$ cat src/rtl/p_s.sv
// Parallel-to-serial converter: splits a NUM_WORDS*WORD_W frame into NUM_WORDS words, MSB word first.
// One-edge latency from load to word 0; loads are refused (busy) until the frame's last word is on the output.
module p_s #(
  parameter int WORD_W    = 34,
  parameter int NUM_WORDS = 4
) (
  input  logic                          clk,
  input  logic                          rst_n,
  input  logic [WORD_W*NUM_WORDS-1:0]   data_in_3,
  input  logic                          p_s_flag_in,
  output logic [WORD_W-1:0]             data_out_3,
  output logic                          p_s_flag_out,
  output logic                          busy
);

  localparam int FRAME_W = WORD_W * NUM_WORDS;
  localparam int CNT_W   = (NUM_WORDS > 1) ? $clog2(NUM_WORDS) : 1;
  localparam logic [CNT_W-1:0] LAST = CNT_W'(NUM_WORDS - 1);

  typedef enum logic {IDLE, SHIFT} state_t;

  state_t               state;
  logic [CNT_W-1:0]     cnt;
  logic [FRAME_W-1:0]   frame;
  logic                 load;
  logic [FRAME_W-1:0]   frame_shifted;
  logic [WORD_W-1:0]    next_word;

  // A new frame may be accepted while idle or in the same edge the last word leaves.
  assign load          = p_s_flag_in && ((state == IDLE) || (cnt == LAST));
  assign frame_shifted = frame << (WORD_W * (int'(cnt) + 1));
  assign next_word     = frame_shifted[FRAME_W-1 -: WORD_W];
  assign busy          = (state == SHIFT) && (cnt != LAST);

  always_ff @(posedge clk or negedge rst_n) begin
    if (!rst_n) begin
      state        <= IDLE;
      cnt          <= '0;
      frame        <= '0;
      data_out_3   <= '0;
      p_s_flag_out <= 1'b0;
    end else if (load) begin
      frame        <= data_in_3;
      data_out_3   <= data_in_3[FRAME_W-1 -: WORD_W];
      p_s_flag_out <= 1'b1;
      cnt          <= '0;
      state        <= SHIFT;
    end else if ((state == SHIFT) && (cnt != LAST)) begin
      cnt          <= cnt + 1'b1;
      data_out_3   <= next_word;
      p_s_flag_out <= 1'b1;
    end else begin
      state        <= IDLE;
      cnt          <= '0;
      data_out_3   <= '0;
      p_s_flag_out <= 1'b0;
    end
  end

endmodule

$ cat config.mk
export PLATFORM = sky130hd
export DESIGN_NAME = p_s
export DESIGN_NICKNAME = d
export VERILOG_FILES = /design/src/rtl/p_s.sv
export SDC_FILE = /design/constraint.sdc
export NUM_CORES = 1
export LEC_CHECK = 0
export ABC_AREA = 0
export BUFFER_PORTS_ARGS = -buffer_cell sky130_fd_sc_hd__buf_2
export CORE_AREA = 8 8 141 143
export CTS_CLUSTER_SIZE = 24
export DETAILED_ROUTE_END_ITERATION = 10
export DIE_AREA = 0 0 149 151
export GPL_ROUTABILITY_DRIVEN = 1
export GPL_TIMING_DRIVEN = 0
export PLACE_DENSITY = 0.67
export SETUP_SLACK_MARGIN = 0.2
export SLEW_MARGIN = 10
export SYNTH_ARGS = -nofsm -noshare
export SYNTH_HDL_FRONTEND = slang
export SYNTH_SLANG_ARGS = --single-unit
$ cat constraint.sdc
create_clock -name clk -period 2.1 [get_ports clk]
set_input_delay 0.42 -clock clk [delete_from_list [all_inputs] [get_ports clk]]
set_output_delay 0.42 -clock clk [all_outputs]
set_load 0.005 [all_outputs]
==> impl_metrics.tcl <==
set metrics [dict create \
    synthCells 816 \
    setup_slack_ns 0.208 \
    cts_root_buffer "clkbuf_16" \
    slowest_delay_ns 0.40 \
    slew_viol_final 0 \
    drive_gt1_share_pct 29.9 \
    critPathArrivalTime_ns 1.47 \
    initial_core_util_pct 43.8 \
    drt_iter0_drc 562 \
    max_cap_violations 0 \
    vias_per_cell 5.26 \
    min_period_over_period_pct 90.1 \
    syn-num-nets 957 \
    port-buffer-count 174 \
    nets 1151 \
    vdd_drop_max_uv 744 \
    fillCellCount 1698 \
    grt_max_degree 95 \
    tns_ns 0 \
    ioPinCount 175 \
    postCtsSetupBuffers 0 \
    htreeDepth 4 \
    ys_ff_latch 174 \
    ys_warn_count 0 \
    routabilityCongestion 0.874 \
    die_x_microns 149 \
    vias 6596 \
    fin_util_pct 54.4 \
    r2r_slack_ns 0.22 \
    area_growth_syn_to_layout_pct 24.0 \
    overflow 0 \
    clock-sinks 174 \
    synthArstFlopShare_pct 100 \
    drc 0 \
    cts_made_buffers 17 \
    rsz0062_at_grt "yes" \
    wirelength_mm 25.7 \
    total_power_mw 16.4 \
    clkSlewWorstSetupHoldPaths_ns 0.06 \
    synth_edf_count 0 \
    total_leakage_power_nw 5.17 \
    grt_first_pass_wirelength_mm 38.8 \
    dp_slack_ns -0.0954 \
    hold_buffers 0 \
    wire_per_inst_microns 20.5 \
    power_density_nw_per_um2 1710 \
    track_usage_pct 23.3 \
    crit_chain "ha_2, nand2b_4, buf_6, inv_2, buf_2" \
    clockBufferDepth 2 \
    ys.flop_type "dfrtp_1" \
    die_h_microns 151 \
    core_area_sq_um 17700 \
    antenna_found_initial 1 \
    dieArea_sq_um 22500 \
    relSlewSlack_pct 51.9 \
    post-route-min-period_ns 1.89 \
    fin_worst_skew_ns 0.00880 \
    clkLatencyLatePin_ns 0.44 \
    cp-start-kind "flip-flop" \
    syn_area_sq_um 7740 \
    grt_pass1_vias 6853 \
    cpMaxStageDelayCell "dfrtp_1" \
    hold_viol_final 0 \
    first_pass_iters 7 \
    cts_tree "done" \
    hold_path.class "in -> async" \
    crit_fanout 7 \
    required_ns 1.68 \
    yosysUniqueCellTypes 32 \
    row_count 49 \
    status "completed" \
    worstSetupPathType "reg -> out" \
    worst_pin_slew_ns 0.722 \
    place_hpwl_mm 18.4 \
    synth-seq-area-share_pct 56.2 \
    setup.worst_path.end_class "primary output" \
    post_synth.cell_area_avg_sq_um 9.49 \
    ant_nets 0 \
    setup_viol 0 \
    fmax_mhz 528 \
]
[critical path, delay by kind of cell, from the launching register on]
| kind | cells | cell delay (ns) |
|---|---|---|
| adder cells (fa/ha/maj) | 1 | 0.20 |
| AND/OR/NAND/NOR | 1 | 0.14 |
| flip-flops | 1 | 0.40 |
| buffers and inverters | 3 | 0.30 |
[power by group]
group	total, mW	switching, mW	internal [mW]
combinational	7.52	4.25	3.27
sequential	5.93	0.998	4.93
clock	2.99	1.42	1.56
total	16.4	6.67	9.77
[routing by layer]
layer | track usage [%] | vias up | wire length [microns]
met4 | 9.04 | 2 | 645
met5 | 0 | - | 8
met2 | 38.1 | 314 | 12300
met1 | 29.2 | 3209 | 10400
li1 | - | 3028 | -
met3 | 6.01 | 43 | 2330
[through the flow]
step | instances | instance area (sq um) | hold slack [ns]
6_report | 1253 | 9600 | 0.00326
3_3_place_gp | 1219 | 8900 | 0.454
4_1_cts | 1252 | 9540 | 0.0343
3_5_place_dp | 1220 | 8940 | 0.458
2_1_floorplan | 816 | 7740 | 0.124
5_1_grt | 1252 | 9590 | 0.0613
[cell families (layout without fill, tap and decap cells)]
logic type | Yosys count | in the layout | synth area share, %
other cells | 0 | 1 | 0
buf+inv | 52 | 259 | 3.85
compound gates | 58 | 58 | 4.46
fa+ha+maj | 2 | 2 | 0.323
flops | 174 | 174 | 56.2
simple gates | 471 | 471 | 23.3
mux | 59 | 59 | 11.8
[layout make-up]
type | instances | area [sq um] | area share (%)
inverters | 2 | 7.51 | 0.0782
clock buffers | 18 | 439 | 4.58
flip-flops and latches | 174 | 4350 | 45.4
repair buffers | 175 | 908 | 9.47
well taps | 229 | 287 | 2.99
diodes | 1 | 2.50 | 0.0261
plain buffers | 50 | 365 | 3.81
multi-input cells | 590 | 3120 | 32.6
clock inverters | 14 | 109 | 1.13
[placed cells by master (no fill, tap or decap), drive strengths merged]
cell      instances
a211oi            5
a21oi            16
a22oi             6
a31oi             1
and2              2
buf             213
clkbuf           30
clkinv            8
clkinvlp          2
dfrtp           174
diode             1
ha                2
inv               6
mux2             18
mux2i            18
mux4             23
nand2           446
nand2b            5
nand3             2
nand3b            2
nor2             12
o211ai            2
o21ai            21
o221ai            3
o22ai             2
o31ai             1
o32a              1
or2               1
or3b              1
[state kept, by name (all words and copies together), names as in the netlist]
name          count
cnt               2
state             1
frame           136
p_s_flag_out      1
data_out_3       34
[cells in the mapped netlist, types with 2 or more instances]
library cell    n  area share [%]
nand3b_1        2            0.19
a22oi_1         6            0.58
nand2b_1        5            0.40
nand2_1       446              22
o221ai_1        3            0.34
mux2_2         15             2.2
nor2_1         12            0.58
buf_2          27             1.7
o22ai_1         2            0.16
ha_1            2            0.32
buf_4           8            0.78
o21ai_0        21             1.4
o211ai_1        2            0.19
mux2_4          3            0.58
mux4_2         22             6.4
a211oi_1        5            0.48
and2_1          2            0.16
nand3_1         2            0.13
inv_1           2           0.097
buf_6           5            0.73
clkbuf_1        8            0.39
dfrtp_1       174              56
a21oi_1        16             1.0
mux2i_1        18             2.3
[worst paths after layout]
kind / to / start / cells after the start
hold reg to reg: frame[14] / frame[14] / 2
setup / recovery: busy / cnt[0] / 5
setup reg to reg: data_out_3[29] / cnt[0] / 6
hold / removal: frame[48] / rst_n / 1
min in group clk: frame[47] / data_in_3[47] / 3
max in group asynchronous: frame[111] / rst_n / 2
[timing repair]
item / CTS / global route
gates resized for setup: 25 / 19
cloned: 0 / 0
endpoints found under the setup margin: 158 / 42
pin swaps: 1 / 5
Note: power is estimated with default switching activity, not from simulation.
